File: src/rtl/spi_ctrl_pkg.sv
// Shared types and default timing constants for the SPI engine arbiter.
package spi_ctrl_pkg;

    typedef enum logic [2:0] {
        ST_IDLE,
        ST_SETUP,
        ST_LAUNCH,
        ST_WAIT_BUSY,
        ST_WAIT_DONE,
        ST_HOLD,
        ST_GAP
    } spi_arb_state_t;

    localparam int DEF_CS_SETUP = 2;
    localparam int DEF_CS_GAP   = 4;
    localparam int DEF_TIMEOUT  = 1024;

endpackage

File: src/rtl/spi_rr_pick.sv
// Combinational round-robin picker: first asserted request at or after i_ptr, wrapping.
module spi_rr_pick import spi_ctrl_pkg::*; #(
    parameter int NUM_REQ = 4
) (
    input  logic [NUM_REQ-1:0]         i_req,
    input  logic [$clog2(NUM_REQ)-1:0] i_ptr,
    output logic [NUM_REQ-1:0]         o_grant,
    output logic [$clog2(NUM_REQ)-1:0] o_idx
);

    localparam int PW = $clog2(NUM_REQ);

    // Scan from the farthest offset down so the closest match to i_ptr wins last.
    always_comb begin
        o_grant = '0;
        o_idx   = '0;
        for (int unsigned k = NUM_REQ; k > 0; k--) begin
            logic [PW-1:0] w_j;
            w_j = PW'((32'(i_ptr) + k - 1) % NUM_REQ);
            if (i_req[w_j]) begin
                o_grant      = '0;
                o_grant[w_j] = 1'b1;
                o_idx        = w_j;
            end
        end
    end

endmodule

File: src/rtl/spi_arbiter.sv
// Round-robin burst arbiter sharing one SPI byte engine among NUM_REQ chip-selected requesters.
module spi_arbiter import spi_ctrl_pkg::*; #(
    parameter int NUM_REQ  = 4,
    parameter int CS_SETUP = DEF_CS_SETUP,
    parameter int CS_GAP   = DEF_CS_GAP,
    parameter int TIMEOUT  = DEF_TIMEOUT
) (
    input  logic                 clk,
    input  logic                 rst,
    input  logic [NUM_REQ-1:0]   req_valid,
    input  logic [NUM_REQ-1:0]   req_last,
    input  logic [8*NUM_REQ-1:0] req_data,
    output logic [NUM_REQ-1:0]   req_ready,
    output logic [NUM_REQ-1:0]   rsp_valid,
    output logic [7:0]           rsp_data,
    output logic                 eng_start,
    output logic [7:0]           eng_data,
    input  logic                 eng_en_n,
    input  logic [7:0]           eng_rx_data,
    output logic [NUM_REQ-1:0]   cs_n,
    output logic                 busy,
    output logic                 timeout_err
);

    localparam int PW   = $clog2(NUM_REQ);
    localparam int TMAX = (CS_SETUP > CS_GAP) ? CS_SETUP : CS_GAP;
    localparam int TW   = $clog2(TMAX + 1);
    localparam int WW   = $clog2(TIMEOUT + 1);
    localparam logic [TW-1:0] SETUP_LAST = TW'((CS_SETUP > 0) ? CS_SETUP - 1 : 0);
    localparam logic [TW-1:0] GAP_LAST   = TW'(CS_GAP - 1);
    localparam logic [WW-1:0] WD_LIMIT   = WW'(TIMEOUT);

    spi_arb_state_t     r_state, w_next;
    logic [PW-1:0]      r_g, r_ptr, w_pick_idx, w_ptr_next;
    logic [NUM_REQ-1:0] r_g_oh, w_pick_oh;
    logic               r_last;
    logic [TW-1:0]      r_tmr;
    logic [WW-1:0]      r_wd;
    logic [NUM_REQ-1:0] r_rsp_valid;
    logic [7:0]         r_rsp_data;
    logic               w_in_wait, w_wd_exp;

    spi_rr_pick #(.NUM_REQ(NUM_REQ)) u_pick (
        .i_req   (req_valid),
        .i_ptr   (r_ptr),
        .o_grant (w_pick_oh),
        .o_idx   (w_pick_idx)
    );

    assign w_in_wait  = (r_state == ST_WAIT_BUSY) || (r_state == ST_WAIT_DONE);
    assign w_wd_exp   = w_in_wait && (r_wd == WD_LIMIT);
    assign w_ptr_next = (r_g == PW'(NUM_REQ - 1)) ? '0 : r_g + PW'(1);

    always_comb begin
        w_next = r_state;
        case (r_state)
            ST_IDLE:      if (|req_valid) w_next = (CS_SETUP > 0) ? ST_SETUP : ST_LAUNCH;
            ST_SETUP:     if (r_tmr == SETUP_LAST) w_next = ST_LAUNCH;
            ST_LAUNCH:    w_next = ST_WAIT_BUSY;
            ST_WAIT_BUSY: begin
                if (w_wd_exp)       w_next = ST_GAP;
                else if (!eng_en_n) w_next = ST_WAIT_DONE;
            end
            ST_WAIT_DONE: begin
                if (w_wd_exp)            w_next = ST_GAP;
                else if (eng_en_n) begin
                    if (r_last)          w_next = ST_GAP;
                    else if (req_valid[r_g]) w_next = ST_LAUNCH;
                    else                 w_next = ST_HOLD;
                end
            end
            ST_HOLD:      if (req_valid[r_g]) w_next = ST_LAUNCH;
            ST_GAP:       if (r_tmr == GAP_LAST) w_next = ST_IDLE;
            default:      w_next = ST_IDLE;
        endcase
    end

    always_comb begin
        cs_n        = '1;
        eng_start   = 1'b0;
        eng_data    = '0;
        req_ready   = '0;
        busy        = (r_state != ST_IDLE);
        timeout_err = w_wd_exp;
        rsp_valid   = r_rsp_valid;
        rsp_data    = r_rsp_data;
        if (r_state inside {ST_SETUP, ST_LAUNCH, ST_WAIT_BUSY, ST_WAIT_DONE, ST_HOLD}) begin
            cs_n = ~r_g_oh;
        end
        if (r_state == ST_LAUNCH) begin
            eng_start = 1'b1;
            eng_data  = req_data[{r_g, 3'b000} +: 8];
            req_ready = r_g_oh;
        end
    end

    always_ff @(posedge clk) begin
        if (rst) begin
            r_state     <= ST_IDLE;
            r_g         <= '0;
            r_g_oh      <= '0;
            r_ptr       <= '0;
            r_last      <= 1'b0;
            r_tmr       <= '0;
            r_wd        <= '0;
            r_rsp_valid <= '0;
            r_rsp_data  <= '0;
        end else begin
            r_state     <= w_next;
            r_rsp_valid <= '0;
            if (r_state == ST_IDLE && |req_valid) begin
                r_g    <= w_pick_idx;
                r_g_oh <= w_pick_oh;
            end
            if (r_state == ST_LAUNCH) r_last <= req_last[r_g];
            if (w_next == ST_GAP && r_state != ST_GAP) r_ptr <= w_ptr_next;
            // Response is registered so rsp_valid lands one cycle after capture, in whatever state follows.
            if (r_state == ST_WAIT_DONE && !w_wd_exp && eng_en_n) begin
                r_rsp_valid <= r_g_oh;
                r_rsp_data  <= eng_rx_data;
            end
            if (w_next != r_state)                            r_tmr <= '0;
            else if (r_state == ST_SETUP || r_state == ST_GAP) r_tmr <= r_tmr + TW'(1);
            if (w_next != r_state) r_wd <= '0;
            else if (w_in_wait)    r_wd <= r_wd + WW'(1);
        end
    end

endmodule

File: config.mk
export PLATFORM = sky130hd
export DESIGN_NAME = spi_arbiter
export DESIGN_NICKNAME = d
export VERILOG_FILES = /design/src/rtl/spi_ctrl_pkg.sv /design/src/rtl/spi_rr_pick.sv /design/src/rtl/spi_arbiter.sv
export SDC_FILE = /design/constraint.sdc
export NUM_CORES = 1
export LEC_CHECK = 0
export ABC_AREA = 1
export CORE_MARGIN = 2
export CORE_UTILIZATION = 47
export DETAILED_ROUTE_END_ITERATION = 10
export HOLD_SLACK_MARGIN = 0.15
export PLACE_DENSITY = 0.81
export RECOVER_POWER = 50
export SYNTH_ARGS = -nofsm -noshare
export SYNTH_HDL_FRONTEND = slang
export SYNTH_SLANG_ARGS = --single-unit
File: constraint.sdc
create_clock -name clk -period 2.05 [get_ports clk]
set_input_delay 0.205 -clock clk [delete_from_list [all_inputs] [get_ports clk]]
set_output_delay 0.205 -clock clk [all_outputs]
set_load 0.1 [all_outputs]
==> impl_metrics.yaml <==
global_routing:
  grtUsageTotal: 0.2380
  grt_first_pass_wirelength_um: 11960
  antenna_found_initial: 0
  grt_max_degree: 19
  grt_overflow: 0
  grt_pass1_vias: 2759
critical_path:
  rr_startpoint: "r_tmr[0]"
  cp-startpoint: "r_state[0]"
  required_ps: 1850
  crit_path_max_fanout: 6
  critPathKind: "reg -> out"
  cp-start-kind: "flip-flop"
  cp.arrival_ps: 1710
  critPathCaptureType: "output port"
cts:
  clk_pin_slew_worst_paths_ps: 70
  clk_path_buf_depth: 2
  h-tree-depth: 2
  clock_sinks: 38
  cts_made_buffers: 5
  cts_tree: "built"
  clkLatencyLatePin_ps: 290
  cts_root_buffer: "clkbuf_8"
  postCtsHoldBufs: 0
synth:
  async_flop_share: 0
  ys_seq_area_frac: 0.2887
  synth-edff-count: 0
  synth_seq_cells: 38
  synth_cells: 421
  synth-main-ff-cell: "dfxtp_1"
  yosys_warnings: 0
  netlist_area_um2: 2635
  synth.distinct_cells: 28
  syn_avg_cell_area_um2: 6.259
  synth_nets: 486
cells_and_area:
  diodes: 0
  final_nets: 577
  final_cell_count_no_fill: 585
  layout_commonest_cell: "nor2_1"
  drive_gt1_frac: 0.1559
  final_cell_mix: "92 x nor2_1, 78 x nand2_1, 50 x clkdlybuf4s50_1"
  area_growth_pct: 43.02
floorplan:
  start_util: 0.4815
  ios: 82
  die_h_um: 78.88
  die_x_um: 78.88
  core-area_um2: 5473
  rows: 27
  die-area_um2: 6221
sta:
  fin_skew_ps: 4.081
  fin_crit_ps: 1917
  fin_hold_ws_ps: 475.8
  setup_tns_ps: 0
  worstMarginPinSlew_ps: 1189
  relSlewSlack: 0.2110
  grt_setup_unrepaired: "false"
  hold_viol_final: 0
  worst_slack_ps: 132.8
  fmax_mhz: 521.6
  setup_violations: 0
  fin_crit_sh: 0.9352
  drv_slew: 0
placed_design:
  dp_cells: 577
  port_buffers: 81
  place_ws_ps: 28.76
  place.gp.congestion: 0.9528
  hpwl_um: 5802
power:
  p_leak_uw: 0.001633
  powerDensity_nw_per_um2: 553.2
  peakVddDrop_mv: 0.5776
detailed_routing:
  drc: 0
  dr.first_iter.drc_count: 226
  dr.pass1.iters: 4
  routed_wl_um: 7223
  vias_per_cell: 5.038
  detail-route-antenna-nets: 0
  dr_total_vias: 2947
  wl_per_cell_um: 12.35
worst_hold_path:
  hp-start: "r_g_oh[2]"
  worstHoldPathType: "reg -> reg"
flow_run:
  drv_cap: 0
run_status:
  outcome: "finished clean"
## power breakdown
group | total [uW] | switching, uW | internal, uW
Sequential | 795 | 30.1 | 765
Clock | 625 | 267 | 358
Combinational | 665 | 401 | 264
Total | 2080 | 698 | 1390
## state kept, by name, indices dropped and copies added, names as in the netlist
register   cells
rsp_valid      4
r_ptr          2
r_wd          11
r_g_oh         4
r_tmr          3
r_last         1
r_g            2
r_state        3
rsp_data       8
## area by class of cell
type                       count  area (um2)
sequential                    38       763.2
timing repair buffer          96       959.7
clock buffer                   5       68.82
multi-input combinational    320        1655
fill                         492        1704
tap                           72       90.09
inverter                      51       191.4
clock inverter                 3       40.04
## final timing paths
check / slack [ps] / cells past startpoint / end
min reg2reg: 480 / 2 / rsp_valid[2]
min: 480 / 2 / rsp_valid[2]
max reg2reg: 160 / 10 / r_tmr[2]
max: 130 / 6 / cs_n[0]
## cells in the mapped netlist, types with 2 or more instances
library cell / instances / area (um2)
nor2_1: 92 / 345.3
buf_2: 2 / 10.01
o21ai_0: 41 / 205.2
nand4_1: 10 / 62.56
a21oi_1: 19 / 95.09
dfxtp_1: 38 / 760.7
clkbuf_1: 9 / 33.78
nand2_1: 77 / 289.0
nor3_1: 2 / 10.01
nor2_2: 11 / 68.82
a21oi_2: 2 / 17.52
nand3_1: 24 / 120.1
a31oi_1: 2 / 12.51
inv_2: 3 / 11.26
nand3_2: 4 / 40.04
nand2_2: 4 / 25.02
inv_1: 47 / 176.4
o211ai_1: 3 / 22.52
xnor2_1: 3 / 26.28
or2_2: 2 / 12.51
ha_1: 14 / 175.2
xor2_1: 6 / 52.55
## cells by family (layout without fill, tap and decap cells)
kind of cell / after synthesis / in the layout / synth area share
buffers and inverters: 63 / 155 / 0.09354
xor gates and xnor gates: 9 / 9 / 0.02992
adders and majority gates: 14 / 14 / 0.06648
and+or+nand+nor: 228 / 228 / 0.3818
AOI/OAI and AO/OA: 69 / 69 / 0.1396
DFF: 38 / 38 / 0.2887
## critical path: stages (launching register included)
cell,delay (ps)
dfxtp_1,450
inv_2,120
nand3_2,140
buf_4,150
o2111ai_1,190
nand2_1,180
buf_12,190
## repair_timing
action,in CTS,in global routing
setup buffers,0,0
setup endpoints to repair,0,25
gates resized for setup,0,4
## metrics by stage
stage	instance area (um2)	total power [uW]	utilization
4_1_cts	3880	2100	0.7090
5_1_grt	3769	2196	0.6886
3_5_place_dp	3771	1479	0.6891
6_report	3769	2085	0.6886
2_1_floorplan	2665	1236	-
3_3_place_gp	3771	1466	0.6891
## routing by layer
| metal | part of all wire | vias up | track usage |
|---|---|---|---|
| met4 | 0.011 | 0 | 0.05000 |
| met5 | 0 | - | 0 |
| met1 | 0.42 | 1328 | 0.2845 |
| met3 | 0.049 | 9 | 0.05114 |
| li1 | - | 1534 | - |
| met2 | 0.52 | 76 | 0.4376 |
Note: power is estimated with default switching activity, not from simulation.
